## config.mk

```make
export PLATFORM = sky130hd
export DESIGN_NAME = if_fetch_unit
export DESIGN_NICKNAME = d
export VERILOG_FILES = /design/src/rtl/if_fetch_unit.sv
export SDC_FILE = /design/constraint.sdc
export NUM_CORES = 1
export LEC_CHECK = 0
export CORE_ASPECT_RATIO = 0.75
export CORE_MARGIN = 4
export CORE_UTILIZATION = 45
export DETAILED_ROUTE_END_ITERATION = 8
export GPL_TIMING_DRIVEN = 0
export PLACE_DENSITY = 0.71
export SLEW_MARGIN = 20
export SYNTH_ARGS = -nofsm -noshare
export SYNTH_HDL_FRONTEND = slang
export SYNTH_SLANG_ARGS = --single-unit
```

## constraint.sdc

```tcl
create_clock -name clk -period 3.43 [get_ports clk]
set_clock_uncertainty 0.1 [all_clocks]
set_input_delay 0.686 -clock clk [delete_from_list [all_inputs] [get_ports clk]]
set_output_delay 0.686 -clock clk [all_outputs]
set_load 0.01 [all_outputs]
```

## src/rtl/if_fetch_unit.sv

```systemverilog
// if_fetch_unit
// Instruction-fetch stage front end. Keeps the fetch PC, strobes a one-cycle-latency instruction
// memory, and presents each returned instruction with its PC+4 to the IF_ID register. While the
// downstream stage stalls, the presented instruction is parked in hold registers. A redirect
// (branch/jump taken) squashes the in-flight fetch and restarts fetching at the target.
//
// Parameters
//   n        datapath / PC width in bits
//   RESET_PC first fetch address after reset
//
// Ports
//   clk                   rising-edge clock
//   reset_in              asynchronous active-low reset
//   stall_in              hazard stall (IF_ID enable is its inverse)
//   redirect_in           one-cycle taken-branch/jump pulse, has priority over stall_in
//   redirect_pc_in        redirect target (low two bits ignored)
//   imem_req_out          instruction memory read strobe
//   imem_addr_out         instruction memory address (always the fetch PC)
//   imem_rdata_in         read data, valid one cycle after a strobed request
//   PC_Counter_output_out PC+4 of the presented instruction (0 when not valid)
//   Instruction_memory_out presented instruction (0 when not valid)
//   if_valid_out          presented instruction is on the correct path
//   fetch_cnt_out         (only with IF_PERF_CNT_EN) saturating count of accepted instructions
//
// Build option: define IF_PERF_CNT_EN to add the fetch_cnt_out performance counter.
module if_fetch_unit #(
    parameter int unsigned    n        = 32,
    parameter logic [n-1:0]   RESET_PC = '0
) (
    input  logic         clk,
    input  logic         reset_in,
    input  logic         stall_in,
    input  logic         redirect_in,
    input  logic [n-1:0] redirect_pc_in,
    output logic         imem_req_out,
    output logic [n-1:0] imem_addr_out,
    input  logic [n-1:0] imem_rdata_in,
    output logic [n-1:0] PC_Counter_output_out,
    output logic [n-1:0] Instruction_memory_out,
    output logic         if_valid_out
`ifdef IF_PERF_CNT_EN
    ,
    output logic [31:0]  fetch_cnt_out
`endif
);

    localparam logic [n-1:0] PcStep = n'(4);

    typedef enum logic [0:0] {StRun, StHold} state_e;

    state_e       state_q, state_d;
    logic [n-1:0] pc_q, pc_d;
    logic         pend_q, pend_d;
    logic [n-1:0] pend_pc_q, pend_pc_d;
    logic [n-1:0] hold_instr_q, hold_instr_d;
    logic [n-1:0] hold_pc_q, hold_pc_d;

    assign imem_addr_out = pc_q;

    // A request goes out whenever the next stage can accept and nothing is being squashed.
    // This covers HOLD too: the cycle stall_in falls, the held instruction is consumed and the
    // next fetch is issued together, so no bubble appears. reset_in gates it so the strobe is
    // low for the whole reset interval.
    assign imem_req_out = reset_in & ~stall_in & ~redirect_in;

    always_comb begin
        state_d                = state_q;
        pc_d                   = pc_q;
        pend_d                 = 1'b0;
        pend_pc_d              = pend_pc_q;
        hold_instr_d           = hold_instr_q;
        hold_pc_d              = hold_pc_q;
        if_valid_out           = 1'b0;
        Instruction_memory_out = '0;
        PC_Counter_output_out  = '0;

        unique case (state_q)
            StRun: begin
                if (pend_q) begin
                    if_valid_out           = 1'b1;
                    Instruction_memory_out = imem_rdata_in;
                    PC_Counter_output_out  = pend_pc_q + PcStep;
                end
            end
            StHold: begin
                if_valid_out           = 1'b1;
                Instruction_memory_out = hold_instr_q;
                PC_Counter_output_out  = hold_pc_q;
            end
            default: ;
        endcase

        if (redirect_in) begin
            // Squash whatever is presented (including a held instruction) and restart.
            if_valid_out           = 1'b0;
            Instruction_memory_out = '0;
            PC_Counter_output_out  = '0;
            pc_d                   = {redirect_pc_in[n-1:2], 2'b00};
            state_d                = StRun;
        end else if (imem_req_out) begin
            pc_d      = pc_q + PcStep;
            pend_pc_d = pc_q;
            pend_d    = 1'b1;
            state_d   = StRun;
        end else if (state_q == StRun && pend_q && stall_in) begin
            // Memory data is only valid for one cycle, so park it before it disappears.
            hold_instr_d = imem_rdata_in;
            hold_pc_d    = pend_pc_q + PcStep;
            state_d      = StHold;
        end
    end

    always_ff @(posedge clk or negedge reset_in) begin
        if (!reset_in) begin
            state_q      <= StRun;
            pc_q         <= RESET_PC;
            pend_q       <= 1'b0;
            pend_pc_q    <= '0;
            hold_instr_q <= '0;
            hold_pc_q    <= '0;
        end else begin
            state_q      <= state_d;
            pc_q         <= pc_d;
            pend_q       <= pend_d;
            pend_pc_q    <= pend_pc_d;
            hold_instr_q <= hold_instr_d;
            hold_pc_q    <= hold_pc_d;
        end
    end

`ifdef IF_PERF_CNT_EN
    logic [31:0] fetch_cnt_q, fetch_cnt_d;

    // Counts instructions actually accepted by IF_ID; sticks at all-ones.
    always_comb begin
        fetch_cnt_d = fetch_cnt_q;
        if (if_valid_out && !stall_in && !redirect_in && fetch_cnt_q != 32'hFFFF_FFFF) begin
            fetch_cnt_d = fetch_cnt_q + 32'd1;
        end
    end

    always_ff @(posedge clk or negedge reset_in) begin
        if (!reset_in) begin
            fetch_cnt_q <= '0;
        end else begin
            fetch_cnt_q <= fetch_cnt_d;
        end
    end

    assign fetch_cnt_out = fetch_cnt_q;
`endif

endmodule

```

==> results of run 1 <==
## metrics by stage
stage	hold slack [ns]	instance area, µm²	std cells
final	0.01670	9178	1046
after floorplan	0.2904	6545	656
after detailed placement	0.3705	8409	1011
after CTS	0.05216	9117	1046
after global placement	0.3609	8381	1010
after global routing	0.02694	9178	1046
## power by group through the flow
| stage | clock, W | combinational [W] | sequential, W |
|---|---|---|---|
| 6_report | 0.00183 | 0.000847 | 0.00205 |
| 2_1_floorplan | 0 | 0.000466 | 0.00199 |
| 3_5_place_dp | 0 | 0.000804 | 0.00206 |
| 4_1_cts | 0.00186 | 0.000847 | 0.00204 |
| 3_3_place_gp | 0 | 0.000771 | 0.00204 |
| 5_1_grt | 0.00193 | 0.000939 | 0.00209 |
## routing by layer
metal | track usage | vias up | wire [µm] | share of wire
met2 | 0.3537 | 240 | 8528 | 0.45
li1 | - | 2663 | - | -
met5 | 0 | - | 0 | 0
met4 | 0.07511 | 0 | 266 | 0.014
met3 | 0.05085 | 20 | 1366 | 0.073
met1 | 0.3281 | 2772 | 8677 | 0.46
## cell usage in the layout, fill, tap and decap left out, types with 23 or more instances in the layout
cell and instances:
clkdlybuf4s50_1 152, dfrtp_1 116, nand2_1 96, mux2_2 68, nor2_1 53, o21ai_0 52, a22oi_1 38, xor2_1 29
xnor2_1 28, o21ai_1 24, nand3_1 23
## kinds of logic after synthesis
| logic type | count (synthesis) | share of synthesized area |
|---|---|---|
| compound gates | 116 | 0.1034 |
| xor+xnor | 57 | 0.07641 |
| fa+ha+maj | 2 | 0.003829 |
| buf+inv | 46 | 0.03160 |
| flops | 124 | 0.4749 |
| mux | 69 | 0.1187 |
| other cells | 1 | 0.0005739 |
| simple gates | 238 | 0.1905 |
## registers in the layout (all words and copies together), names as in the netlist
signal	cells
state_q	1
pend_q	1
pend_pc_q	30
imem_addr_out	30
hold_pc_q	30
hold_instr_q	32
## worst max path at each step
stage / from / end / slack (ns) / cells past startpoint
2_1_floorplan: pend_pc_q[2] / PC_Counter_output_out[24] / 0.87 / 6
3_3_place_gp: reset_in / imem_req_out / -4.91 / 5
5_1_grt: pend_pc_q[8] / PC_Counter_output_out[31] / -0.02 / 6
6_report: stall_in / imem_req_out / 0.11 / 5
4_1_cts: pend_pc_q[5] / PC_Counter_output_out[31] / 0.02 / 6
3_5_place_dp: redirect_in / PC_Counter_output_out[27] / -0.44 / 7
## layout make-up
cell class / count / area share
tap: 195 / 0.02658
clock buffer: 21 / 0.05126
clock inverter: 11 / 0.01541
inverter: 4 / 0.001636
timing repair buffer: 163 / 0.1827
sequential: 124 / 0.3392
multi-input combinational: 486 / 0.3592
buffer: 42 / 0.02399
## worst register-to-register path: cells and delay by family (launching register included)
family                     cells  cell delay [ns]
DFF                            1             0.48
adders and majority gates      1             0.29
xor gates and xnor gates       1             0.15
muxes                          1             0.25
and+or+nand+nor                3             0.75
## timing repair
action                     4_1_cts  5_1_grt
gates resized for setup         24       22
gates cloned                     1        0
setup buffers                    2        0
setup endpoints to repair       36       18
pin swaps                        0        1
==> results.sh, run 1 <==
export IMPL_status="complete, no violations"
export IMPL_die_w_um=147.1
export IMPL_wire_per_inst_um=18.01
export IMPL_yosysTopAreaCellShare=0.4749
export IMPL_viasPerCell=5.445
export IMPL_avgSynthCellArea_um2=10.01
export IMPL_ctsHoldBuffers=0
export IMPL_rsz0062_at_grt="yes"
export IMPL_p_sw_frac=0.2745
export IMPL_place_ws_ns=-0.4390
export IMPL_multiInputGateArea_mm2=0.003297
export IMPL_top_level_ports=166
export IMPL_ir_drop_mv=0.3636
export IMPL_synth_common_cells="124 x dfrtp_1, 96 x nand2_1, 68 x mux2_2"
export IMPL_worstPathRequired_ns=2.64
export IMPL_ys_types=45
export IMPL_path_cells="clkdlybuf4s50_1 -> nand2b_1 -> nor2_4 -> buf_4 -> clkdlybuf4s50_1"
export IMPL_fin_nets=908
export IMPL_drv_cap=0
export IMPL_fin_ws_ns=0.1064
export IMPL_finalHoldViolCount=0
export IMPL_yosys_most_used_dff="dfrtp_1"
export IMPL_synth_seq_cells=124
export IMPL_clkSinkCount=124
export IMPL_pwr_share_seq=0.434
export IMPL_slew_viol_final=0
export IMPL_p_comb_frac=0.179
export IMPL_reg2reg_to="imem_addr_out[18]"
export IMPL_crit_slowest_cell="clkdlybuf4s50_1"
export IMPL_syn_instance_count=653
export IMPL_numPortBuffers=159
export IMPL_p_leak_nw=3.736
export IMPL_ys_seq_area_frac=0.4749
export IMPL_critPathKind="in2out"
export IMPL_fmax_mhz=300.9
export IMPL_clock_path_buffers=2
export IMPL_cts_tree="yes"
export IMPL_hpwl_um=13800
export IMPL_num_vias=5695
export IMPL_yosysWarnings=0
export IMPL_clockPowerShare=0.387
export IMPL_root_buffer="clkbuf_16"
export IMPL_post_synth_top_count_cell="dfrtp_1"
export IMPL_worst_pin_slew_ns=0.5795
export IMPL_drc_errors=0
export IMPL_p_int_w=0.003434
export IMPL_antenna_left=0
export IMPL_grt_first_pass_wirelength_um=30560
export IMPL_crit_buf_inv=3
export IMPL_grt_max_degree=48
export IMPL_synth_edff_count=0
export IMPL_synth_top_area_cell="dfrtp_1"
export IMPL_path_max_fanout=11
export IMPL_worstSkewPairLatency_ns=0.42
export IMPL_power_switching_w=0.001299
export IMPL_drtIter0Drc=400
export IMPL_cpPeakStageDelay_ns=0.56
export IMPL_period_share=0.9690
export IMPL_start_util=0.4673
export IMPL_wl_um=18840
export IMPL_die_y_um=112.4
export IMPL_cpLargestDelayFamily="buffers and inverters"
export IMPL_relSlewSlack=0.6137
export IMPL_die_area_mm2=0.01653
export IMPL_first_pass_iters=5
export IMPL_track_usage=0.2307
export IMPL_antenna_cells=0
export IMPL_cp_start_kind="input port"
export IMPL_reg2reg_slack_ns=1.30
export IMPL_synth_area_leaders="dfrtp_1 47%, mux2_2 12%, nand2_1 5.5%, a22oi_1 4.4%, o21ai_0 4.3%"
export IMPL_cts_clk_slew_worst_paths_ns=0.05
export IMPL_grt_pass1_vias=5792
export IMPL_p_per_area_mw_per_mm2=515.7
export IMPL_crit_top_cell="clkdlybuf4s50_1"
export IMPL_setup_viol=0
export IMPL_hold_class="in2async"
export IMPL_crit_reg2reg_launch="imem_addr_out[2]"
export IMPL_totalPowerFinal_w=0.004733
export IMPL_grt_antenna_before_repair=0
export IMPL_htree_levels=4
export IMPL_gp_congestion=0.8298
export IMPL_regArea_mm2=0.003113
export IMPL_gr_total_overflow=0
export IMPL_fin_setup_tns_ns=0
export IMPL_async_reset_ff_frac=1.000
export IMPL_netlist_area_mm2=0.006534
export IMPL_ff2ff_path_depth=6
export IMPL_final_util=0.6564
export IMPL_cp_end_kind="primary output"
export IMPL_synthToLayoutAreaGrowth_pct=40.46
export IMPL_drive_gt1_frac=0.1880
export IMPL_core_mm2=0.01398
export IMPL_cts_buffers=17
export IMPL_critPathArrivalTime_ns=2.54
export IMPL_rows=37
export IMPL_period_minus_slack_ns=3.324
export IMPL_fillers=1089
Note: power is estimated with default switching activity, not from simulation.
==> run 2: changes to the inputs <==
HOLD_SLACK_MARGIN = 0.15   (was default)
==> run 2 against run 1 <==
- core utilization up 0.11 points
- final cell count about the same
- first-iteration DRC count up 2.0%
- die area unchanged
- global-route usage up 0.10 points
- sequential power about the same
- total power about the same
- routed wire length up 0.16%
- critical path depth up 1
- critical path type is now reg2out
- largest cell class unchanged
- largest power group unchanged
==> results.sh, run 2 (synthesis gave the netlist of run 1 again) <==
export IMPL_routed_top_layer="met4"
export IMPL_crit_slowest_cell="clkdlybuf4s50_1"
export IMPL_die_w_um=147.1
export IMPL_clkSinkCount=124
export IMPL_synthToLayoutAreaGrowth_pct=40.69
export IMPL_layout_cells_most_common="clkdlybuf4s50_1"
export IMPL_antenna_cells=0
export IMPL_grt_first_pass_wirelength_um=30690
export IMPL_critPathKind="reg2out"
export IMPL_finalNonFillerCells=1047
export IMPL_slew_viol_final=0
export IMPL_critPathArrivalTime_ns=2.56
export IMPL_hold_ws_ns=0.1560
export IMPL_path_cells="and3_2 -> nand4_4 -> nor4b_4 -> xnor2_1 -> o21ai_1 -> clkdlybuf4s50_1"
export IMPL_reg2reg_slack_ns=1.31
export IMPL_die_y_um=112.4
export IMPL_worstSkewPairLatency_ns=0.42
export IMPL_dr_wl_met2_um=8469
export IMPL_antenna_left=0
export IMPL_rsz0062_at_grt="yes"
export IMPL_die_area_mm2=0.01653
export IMPL_p_leak_nw=3.743
export IMPL_largest_reg_flops=32
export IMPL_p_per_area_mw_per_mm2=515.3
export IMPL_first_pass_iters=5
export IMPL_drv_cap=0
export IMPL_track_usage=0.2318
export IMPL_hold_class="in2async"
export IMPL_wire_per_inst_um=18.02
export IMPL_num_vias=5679
export IMPL_start_util=0.4673
export IMPL_cp_end_kind="primary output"
export IMPL_cts_tree="yes"
export IMPL_drtIter0Drc=408
export IMPL_ir_drop_mv=0.3670
export IMPL_wl_met3_um=1424
export IMPL_largest_register="hold_instr_q"
export IMPL_gr_total_overflow=0
export IMPL_fmax_mhz=298.8
export IMPL_grt_pass1_vias=5815
export IMPL_core_mm2=0.01398
export IMPL_status="complete, no violations"
export IMPL_period_share=0.9757
export IMPL_clock_path_buffers=2
export IMPL_htree_levels=4
export IMPL_hpwl_um=13800
export IMPL_root_buffer="clkbuf_16"
export IMPL_drive_gt1_frac=0.1890
export IMPL_relSlewSlack=0.5952
export IMPL_place_ws_ns=-0.4390
export IMPL_fin_nets=909
export IMPL_final_util=0.6575
export IMPL_wl_um=18870
export IMPL_path_max_fanout=9
export IMPL_grt_max_degree=43
export IMPL_cp_start_kind="flip-flop"
export IMPL_cpPeakStageDelay_ns=0.59
export IMPL_finalHoldViolCount=0
export IMPL_worstPathRequired_ns=2.64
export IMPL_period_minus_slack_ns=3.347
export IMPL_met1_length_um=8649
export IMPL_numPortBuffers=159
export IMPL_worst_pin_slew_ns=0.6072
export IMPL_cts_buffers=17
export IMPL_setup_viol=0
export IMPL_rows=37
export IMPL_cts_clk_slew_worst_paths_ns=0.06
export IMPL_drc_errors=0
export IMPL_fin_ws_ns=0.08343
export IMPL_dpl_cell_count=1011
export IMPL_gp_congestion=0.8298
export IMPL_viasPerCell=5.424
export IMPL_final_cell_mix="152 x clkdlybuf4s50_1, 116 x dfrtp_1, 96 x nand2_1, 68 x mux2_2, 53 x nor2_1"
export IMPL_top_level_ports=166
export IMPL_grt_antenna_before_repair=0
run 2: cell types whose count changed in the layout (fill, tap and decap cells not counted):
cell	change
buf_8	+1
run 2: layer usage:
metal | up-vias | track usage
met5 | - | 0
met4 | 0 | 0.07759
met3 | 25 | 0.05327
met2 | 255 | 0.3521
met1 | 2733 | 0.3300
li1 | 2666 | -
run 2: area by class of cell:
type                            count  area [µm²]
Sequential cell                   124        3113
Fill cell                        1087        4788
Clock buffer                       21       470.5
Inverter                            4       15.01
Timing Repair Buffer              164        1692
Buffer                             42       220.2
Clock inverter                     11       141.4
Tap cell                          195       244.0
Multi-Input combinational cell    486        3297
run 2: where the power goes:
part,internal (W),switching (W),total (W)
Clock,0.00119,0.000644,0.00184
Sequential,0.00177,0.000280,0.00205
Combinational,0.000471,0.000378,0.000849
Total,0.00344,0.00130,0.00474
run 2: worst max-delay path, delay by kind of cell (launching register included):
family                 cells  cell delay, ns
buffers and inverters      1            0.59
flip-flops                 1            0.42
AO/OA/AOI/OAI              1            0.21
AND/OR/NAND/NOR            3            0.80
XOR/XNOR                   1            0.12
run 2: repair_timing:
action,4_1_cts,5_1_grt
setup endpoints to repair,36,18
buffers inserted,2,0
pin swaps,0,1
resized for setup,24,21
hold buffers,1,0
hold endpoints to repair,42,0
gates cloned,1,0
run 2: final timing paths:
path	to	cells after the start	from
min in group clk	hold_pc_q[18]	2	hold_pc_q[18]
setup / recovery	PC_Counter_output_out[31]	6	pend_pc_q[8]
setup reg to reg	imem_addr_out[18]	6	imem_addr_out[2]
max in group asynchronous	pend_pc_q[18]	2	reset_in
hold reg to reg	hold_pc_q[18]	2	hold_pc_q[18]
hold / removal	imem_addr_out[29]	2	reset_in
run 2: through the flow:
step	power, W	cell area (µm²)	setup TNS (ns)
after floorplan	0.002458	6545	0
after global placement	0.002810	8381	-646.14
after detailed placement	0.002866	8409	-11.19
after CTS	0.004747	9138	0
after global routing	0.004958	9193	-0.02479
final	0.004737	9193	0
